`src/rtl/obi_wrr_scheduler.sv`:
```
// Weighted round-robin scheduler sharing one OBI master port among NumReq
// requesters; keeps the A-channel choice stable until granted and routes R beats back in order.
module obi_wrr_scheduler #(
    parameter int unsigned NumReq      = 4,
    parameter int unsigned WeightWidth = 4,
    parameter int unsigned NumMaxTrans = 4,
    parameter int unsigned IdxWidth    = $clog2(NumReq)
) (
    input  logic                          clk_i,
    input  logic                          rst_i,
    input  logic [NumReq-1:0]             req_i,
    input  logic [NumReq*WeightWidth-1:0] weight_i,
    output logic [NumReq-1:0]             gnt_o,
    output logic [NumReq-1:0]             rvalid_o,
    output logic [IdxWidth-1:0]           sel_o,
    output logic                          mst_req_o,
    input  logic                          mst_gnt_i,
    input  logic                          mst_rvalid_i,
    output logic [IdxWidth-1:0]           rsp_idx_o,
    output logic                          busy_o,
    output logic                          err_o
);

    localparam int unsigned CntWidth = $clog2(NumMaxTrans + 1);
    localparam int unsigned PtrWidth = (NumMaxTrans > 1) ? $clog2(NumMaxTrans) : 1;
    localparam logic [CntWidth-1:0] MaxCnt  = CntWidth'(NumMaxTrans);
    localparam logic [PtrWidth-1:0] LastPtr = PtrWidth'(NumMaxTrans - 1);

    typedef enum logic {IDLE, LOCKED} state_e;

    state_e                 state_q, state_d;
    logic [IdxWidth-1:0]    owner_q, owner_d;
    logic [WeightWidth-1:0] credit_q, credit_d;
    logic [CntWidth-1:0]    cnt_q, cnt_d;
    logic [PtrWidth-1:0]    wptr_q, wptr_d, rptr_q, rptr_d;
    logic                   err_q, err_d;
    logic [IdxWidth-1:0]    fifo_q [NumMaxTrans];

    logic [WeightWidth-1:0] weights [NumReq];
    logic [WeightWidth-1:0] w_load;
    logic [IdxWidth-1:0]    pick, cand, sel;
    logic                   hit, keep, can_issue, new_pick;
    logic                   mst_req, acc, pop;
    logic [IdxWidth-1:0]    head;

    function automatic logic [PtrWidth-1:0] ptr_inc(input logic [PtrWidth-1:0] p);
        return (p == LastPtr) ? '0 : p + PtrWidth'(1);
    endfunction

    // Search owner+1 .. owner+NumReq so the current owner is considered last
    always_comb begin
        pick = owner_q;
        cand = owner_q;
        hit  = 1'b0;
        for (int i = 1; i <= int'(NumReq); i++) begin
            cand = IdxWidth'((int'(owner_q) + i) % int'(NumReq));
            if (!hit && req_i[cand]) begin
                hit  = 1'b1;
                pick = cand;
            end
        end
    end

    always_comb begin
        for (int i = 0; i < int'(NumReq); i++) begin
            weights[i] = weight_i[i*WeightWidth +: WeightWidth];
        end
    end

    assign keep      = req_i[owner_q] && (credit_q != '0);
    assign can_issue = (|req_i) && (cnt_q < MaxCnt);
    assign new_pick  = (state_q == IDLE) && can_issue && !keep;
    assign w_load    = (weights[pick] == '0) ? WeightWidth'(1) : weights[pick];

    always_ff @(posedge clk_i or posedge rst_i) begin
        if (rst_i) state_q <= IDLE;
        else       state_q <= state_d;
    end

    always_comb begin
        state_d = state_q;
        case (state_q)
            IDLE:    if (mst_req && !mst_gnt_i) state_d = LOCKED;
            LOCKED:  if (mst_gnt_i) state_d = IDLE;
            default: state_d = IDLE;
        endcase
    end

    always_comb begin
        sel     = owner_q;
        mst_req = 1'b0;
        if (state_q == LOCKED) begin
            mst_req = 1'b1;
        end else if (can_issue) begin
            mst_req = 1'b1;
            sel     = keep ? owner_q : pick;
        end
    end

    assign acc  = mst_req && mst_gnt_i;
    assign pop  = mst_rvalid_i && (cnt_q != '0);
    assign head = fifo_q[rptr_q];

    always_comb begin
        owner_d  = owner_q;
        credit_d = credit_q;
        if (new_pick) begin
            owner_d  = pick;
            credit_d = acc ? w_load - WeightWidth'(1) : w_load;
        end else if (acc) begin
            credit_d = credit_q - WeightWidth'(1);
        end
        wptr_d = acc ? ptr_inc(wptr_q) : wptr_q;
        rptr_d = pop ? ptr_inc(rptr_q) : rptr_q;
        cnt_d  = cnt_q;
        if (acc && !pop)      cnt_d = cnt_q + CntWidth'(1);
        else if (!acc && pop) cnt_d = cnt_q - CntWidth'(1);
        err_d = err_q || (mst_rvalid_i && (cnt_q == '0));
    end

    always_ff @(posedge clk_i or posedge rst_i) begin
        if (rst_i) begin
            owner_q  <= '0;
            credit_q <= '0;
            cnt_q    <= '0;
            wptr_q   <= '0;
            rptr_q   <= '0;
            err_q    <= 1'b0;
            for (int i = 0; i < int'(NumMaxTrans); i++) fifo_q[i] <= '0;
        end else begin
            owner_q  <= owner_d;
            credit_q <= credit_d;
            cnt_q    <= cnt_d;
            wptr_q   <= wptr_d;
            rptr_q   <= rptr_d;
            err_q    <= err_d;
            if (acc) fifo_q[wptr_q] <= sel;
        end
    end

    // Outputs are forced low while reset is held, even with requests pending
    always_comb begin
        gnt_o     = '0;
        rvalid_o  = '0;
        mst_req_o = mst_req && !rst_i;
        sel_o     = rst_i ? '0 : sel;
        rsp_idx_o = rst_i ? '0 : head;
        if (acc && !rst_i) gnt_o = NumReq'(1) << sel;
        if (pop && !rst_i) rvalid_o = NumReq'(1) << head;
    end

    assign busy_o = (cnt_q != '0);
    assign err_o  = err_q;

endmodule

```
`config.mk`:
```
export PLATFORM = sky130hd
export DESIGN_NAME = obi_wrr_scheduler
export DESIGN_NICKNAME = d
export VERILOG_FILES = /design/src/rtl/obi_wrr_scheduler.sv
export SDC_FILE = /design/constraint.sdc
export NUM_CORES = 1
export LEC_CHECK = 0
export ABC_AREA = 1
export CAP_MARGIN = 20
export CORE_ASPECT_RATIO = 1.4
export CORE_MARGIN = 2
export CORE_UTILIZATION = 46
export DETAILED_ROUTE_END_ITERATION = 12
export HOLD_SLACK_MARGIN = 0.06
export PLACE_DENSITY_LB_ADDON = 0.3
export SETUP_SLACK_MARGIN = 0.4
export SLEW_MARGIN = 20
export SYNTH_ARGS = -nofsm -noshare
export SYNTH_HDL_FRONTEND = slang
export SYNTH_SLANG_ARGS = --single-unit
```
`constraint.sdc`:
```
create_clock -name clk_i -period 2.1 [get_ports clk_i]
set_input_delay 0.525 -clock clk_i [delete_from_list [all_inputs] [get_ports clk_i]]
set_output_delay 0.525 -clock clk_i [all_outputs]
set_load 0.01 [all_outputs]
```
Word-level counts from Yosys, hierarchy flattened:

Cells that the tools add are included.

* shift operators: 2
* bitwise operators: 4
* equal/unequal tests: 2
* mux-type cells: 46
* reductions and logical operators: 33
* $lt $le $gt $ge: 10
* add/subtract/negate cells: 10

Operator list (number)
* 2-to-1 mux 4 bit: 8
* 2-to-1 mux 2 bit: 14
* logical AND 1 bit: 17
* < comparator 2 x 3 -> 1 bit, second input constant: 5
* 2-to-1 mux 1 bit: 12
* binary-select mux 1 bit (select 2 bit): 5
* greater-or-equal comparator 3 bit, second input constant: 3
* inverter 2 -> 3 bit: 3
* adder 2 x 1 -> 2 bit, second input constant: 4
* binary-select mux 4 bit (select 2 bit): 1
* bitwise mux 8 bit: 1
* logical NOT 1 bit: 8
* left shift 1 x 2 -> 4 bit, first input constant: 2
* subtractor 4 x 1 -> 4 bit, second input constant: 2
* 2-to-1 mux 3 bit: 2
* adder 2 bit, second input constant: 2
* binary-select mux 2 bit (select 2 bit): 1
* demux 2 bit (select 2 bit): 1
* equality test 2 bit, second input constant: 2
* logical NOT 4 bit: 1
* nonzero test 2 bit: 2
* nonzero test 4 bit: 1
* OR reduction 4 bit: 1
* adder 3 x 1 -> 3 bit, second input constant: 1
* 8 further kinds: 8

* logic and storage cells: 118
* flip-flop bits (word level): 23

Depth between registers and ports, before layout:

* depth after elaboration: 22
* depth in mapped cells: 22

Worst setup path after synthesis:

No wires, ideal clock.

* kind: input to register
* from: in req_i[0]
* to: reg cnt_q[1]
* stages: 11
* data arrival time: 2203 ps
* required time: 1975 ps
* path slack: -228 ps
* path through: inv_1 > a41oi_1 > or2_2 > nand2_1 > inv_1 > buf_2 > ha_1 > inv_1 > fa_1 > nor2_1 > a21oi_1

* elaborated cells on any way between the ends: 10

RTL lines
* from (decl): line 11 `input logic [NumReq-1:0] req_i,`
* OR reduction 4 bit: line 71 `assign can_issue = (|req_i) && (cnt_q < MaxCnt);`
* logical AND 1 bit: line 71
* 2-to-1 mux 1 bit: line 94 `end else if (can_issue) begin`
* 2-to-1 mux 1 bit: line 92 `if (state_q == LOCKED) begin`
* logical AND 1 bit: line 100 `assign acc = mst_req && mst_gnt_i;`
* via acc: line 43 `logic mst_req, acc, pop;`
* logical AND 1 bit: line 116 `if (acc && !pop) cnt_d = cnt_q + CntWidth'(1);`
* 2-to-1 mux 3 bit: line 116
* via cnt_d[1]: line 34 `logic [CntWidth-1:0] cnt_q, cnt_d;`
* to (signal assigned): line 133 `cnt_q <= cnt_d;`
* to (decl): line 34

The timed path passes the listed nets, and every way through them passes these cells.
A chain may end at the register's enable or synchronous reset.

Worst setup path in the final report:

* from: reg owner_q[0]
* to: reg credit_q[2]

* longest elaborated chain between the ends: 22
* elaborated cells on any way between the ends: 40

RTL lines
* from (decl): line 32 `logic [IdxWidth-1:0] owner_q, owner_d;`
* from (signal assigned): line 131 `owner_q <= owner_d;`
* adder 2 x 1 -> 2 bit: line 56 `cand = IdxWidth'((int'(owner_q) + i) % int'(NumReq));`
* binary-select mux 1 bit (select 2 bit): line 57 `if (!hit && req_i[cand]) begin`
* 2-to-1 mux 1 bit (implied by the code): line 57
* 2-to-1 mux 1 bit: line 57
* logical NOT 1 bit: line 57
* logical AND 1 bit: line 57
* 2-to-1 mux 1 bit: line 57
* logical NOT 1 bit: line 57
* [... 5 more ...]
* inverter 2 -> 3 bit (implied by the code): line 73 `assign w_load = (weights[pick] == '0) ? WeightWidth'(1) : weights[pick];`
* binary-select mux 4 bit (select 2 bit): line 73
* 2-to-1 mux 4 bit (implied by the code) (2 in series): line 73
* logical NOT 4 bit: line 73
* 2-to-1 mux 4 bit: line 73
* subtractor 4 x 1 -> 4 bit: line 109 `credit_d = acc ? w_load - WeightWidth'(1) : w_load;`
* 2-to-1 mux 4 bit: line 109
* 2-to-1 mux 4 bit: line 107 `if (new_pick) begin`
* to (signal assigned): line 132 `credit_q <= credit_d;`
* to (decl): line 33 `logic [WeightWidth-1:0] credit_q, credit_d;`

Several ways; a longest one is shown, not always the timed one. The select of a mux whose other input is x is not followed.

==> results.sh <==
export IMPL_status="finished with violations"
export IMPL_violations="negative setup slack"
export IMPL_antenna_left=0
export IMPL_vias_per_cell=5.40
export IMPL_grt_ovfl_total=0
export IMPL_final_hold_viol_count=0
export IMPL_syn_nets=299
export IMPL_synth_common_cells="72 x nand2_1, 32 x inv_1, 27 x nor2_1"
export IMPL_grt_max_degree=17
export IMPL_yosysWarnings=0
export IMPL_grt_pass1_wl_um=9470
export IMPL_finalCriticalPeriod_ns=2.69
export IMPL_cp_data_required_time_ns=2.30
export IMPL_avgSynthCellArea_sq_um=6.99
export IMPL_rsz0062_at_grt="yes"
export IMPL_relSlewSlack=0.738
export IMPL_num_vias=2304
export IMPL_holdCritPathClass="register to register"
export IMPL_routed_wl_um=7030
export IMPL_yosys_top_cells_area="dfrtp_1 31%, nand2_1 15%, inv_1 6.5%"
export IMPL_antenna_found_initial=0
export IMPL_die_y_um=79.2
export IMPL_pre_cts_slack_ns=-1.18
export IMPL_fp_row_count=27
export IMPL_htree_levels=1
export IMPL_layout_nets=418
export IMPL_root_buffer="clkbuf_8"
export IMPL_diodes=0
export IMPL_critPathSlowestCell="dfrtp_2"
export IMPL_place_hpwl_um=3760
export IMPL_die_w_um=57.7
export IMPL_syn_cell_area_sq_mm=0.00186
export IMPL_insertion_delay_ns=0.27
export IMPL_maxCapViolCount=0
export IMPL_port_buffers=38
export IMPL_synth_async_reset_ratio=1.00
export IMPL_drc=0
export IMPL_fin_ws_ns=-0.586
export IMPL_syn_to_final_growth_pct=83.7
export IMPL_slowest_delay_ns=0.46
export IMPL_synthCells=266
export IMPL_finalMaxSlewViolations=0
export IMPL_setup_violations=15
export IMPL_firstDrtPassIters=4
export IMPL_path_buf_inv=5
export IMPL_worstPathMaxFanout=8
export IMPL_hold_buffers=0
export IMPL_tightest_slew_ns=0.392
export IMPL_core_sq_mm=0.00392
export IMPL_drt_iter0_markers=126
export IMPL_initial_core_util=0.474
export IMPL_cts_sinks=23
export IMPL_crit_type="register to register"
export IMPL_grt_pass1_vias=2241
export IMPL_io_pins=39
export IMPL_wl_per_cell_um=16.5
export IMPL_crit_chain="buf_12 > nand2_4 > nand2_4 > nand2_4 > nand2_8 > inv_8 > nand3_2 > nand3_2 > nand2_4 > buf_8 > inv_4 > nand2_2 > nand2_1 > nand3_2 > nand2_1 > inv_2 > ha_4 > nand2_1 > xor2_1 > nand2_1 > a21oi_2"
export IMPL_synth_top_area_frac=0.310
export IMPL_max_freq_mhz=372
export IMPL_cp_end_kind="register"
export IMPL_synth_most_common_cell="nand2_1"
export IMPL_crit_arrival_ns=2.89
export IMPL_synth_edff_count=0
export IMPL_cts_inserted_buffers=3
export IMPL_synthDistinctLibCells=32
export IMPL_drive_gt1_frac=0.549
export IMPL_fin_crit_sh=1.28
export IMPL_fillers=190
export IMPL_fin_skew_ns=0.00805
export IMPL_clkTransAtPathRegs_ns=0.08
export IMPL_grtUsageTotal=0.264
export IMPL_cts_tree="done"
export IMPL_crit_family="simple AND/OR/NAND/NOR gates"
export IMPL_ys_ff_latch=23
export IMPL_synth_top_cell_by_area="dfrtp_1"
export IMPL_synth_ff_type="dfrtp_1"
export IMPL_cts_buffer_depth=2
export IMPL_cp_start_kind="register"
export IMPL_gp_congestion=0.865
export IMPL_die_area_sq_mm=0.00457
export IMPL_synth_seq_area_share=0.310
## cells in the final DEF (no fill, tap or decap), drive strengths merged
| cell | instances |
|---|---|
| ha | 8 |
| nand3 | 27 |
| nand3b | 1 |
| a41oi | 1 |
| buf | 98 |
| a31oi | 1 |
| nand4 | 4 |
| fa | 1 |
| nor3 | 2 |
| nor2 | 27 |
| inv | 38 |
| dlymetal6s2s | 1 |
| xnor2 | 2 |
| dfrtp | 23 |
| clkbuf | 3 |
| dlygate4sd2 | 2 |
| o21a | 2 |
| clkdlybuf4s50 | 17 |
| xor2 | 3 |
| a21oi | 10 |
| nand2 | 93 |
| o21ai | 14 |
| or2 | 1 |
| a32oi | 2 |
| clkinv | 2 |
| a31o | 1 |
## metal layers
| metal | global-route usage | wire length [um] |
|---|---|---|
| met1 | 0.262 | 2480 |
| met2 | 0.533 | 3960 |
| met3 | 0.0179 | 240 |
| met4 | 0.119 | 351 |
| met5 | 0 | 0 |
## sequential cells by signal, indices dropped and copies added, names as in the netlist
name      count
fifo_q        8
credit_q      4
cnt_q         3
owner_q       2
rptr_q        2
wptr_q        2
err_o         1
state_q       1
## cell type report
| class | instances | area [sq um] | share of cell area |
|---|---|---|---|
| clock buffers | 3 | 41.3 | 0.0121 |
| inverters | 39 | 186 | 0.0546 |
| clock inverters | 1 | 5.00 | 0.00147 |
| well taps | 43 | 53.8 | 0.0158 |
| flip-flops and latches | 23 | 579 | 0.170 |
| repair buffers | 118 | 1030 | 0.300 |
| multi-input cells | 200 | 1520 | 0.446 |
## stage by stage
step / hold WS (ns) / std cells / util / cell area, sq um / setup TNS [ns]
after CTS: 0.493 / 421 / 0.798 / 3130 / -3.40
after global placement: 0.456 / 392 / 0.708 / 2770 / -17.11
after global routing: 0.511 / 427 / 0.872 / 3420 / -5.77
after floorplan: 0.453 / 266 / - / 1980 / -0.269
after detailed placement: 0.474 / 392 / 0.708 / 2770 / -18.57
final: 0.481 / 427 / 0.872 / 3420 / -4.84
## worst paths after layout
path                                   startpoint                 endpoint  slack, ns  depth (start not counted)
min in group asynchronous                   rst_i        state_q$_DFF_PP0_       0.73                          4
hold / removal                    err_o$_DFF_PP0_          err_o$_DFF_PP0_       0.48                          1
max in group asynchronous                   rst_i    rptr_q[0]$_DFFE_PP0P_       0.95                          5
setup reg to reg           owner_q[0]$_DFFE_PP0P_  credit_q[2]$_DFFE_PP0P_      -0.59                         21
hold reg to reg                   err_o$_DFF_PP0_          err_o$_DFF_PP0_       0.48                          1
setup / recovery           owner_q[0]$_DFFE_PP0P_  credit_q[2]$_DFFE_PP0P_      -0.59                         21
## kinds of logic after synthesis
family	synth area share
AND/OR/NAND/NOR	0.408
buffers and inverters	0.0949
AO/OA/AOI/OAI	0.0989
flip-flops	0.310
adder cells (fa/ha/maj)	0.0646
XOR/XNOR	0.0236
## worst reg2reg max path, cell delays in order (launching register included)
cell,delay [ns]
dfrtp_2,0.46
buf_12,0.17
nand2_4,0.08
nand2_4,0.07
nand2_4,0.09
nand2_8,0.08
inv_8,0.08
nand3_2,0.10
nand3_2,0.11
nand2_4,0.07
buf_8,0.14
inv_4,0.07
nand2_2,0.07
nand2_1,0.09
nand3_2,0.08
nand2_1,0.09
inv_2,0.05
ha_4,0.15
nand2_1,0.07
xor2_1,0.21
nand2_1,0.14
a21oi_2,0.15
## timing repair
item                                    CTS  global route
buffers inserted                         25             6
pin swaps                                42            28
gates resized for setup                 140            59
endpoints found under the setup margin   33            32
endpoints found under the hold margin     0             0
Power is not shown: default switching activity piles up to over one toggle a cycle in this logic, so the estimate is an artifact.
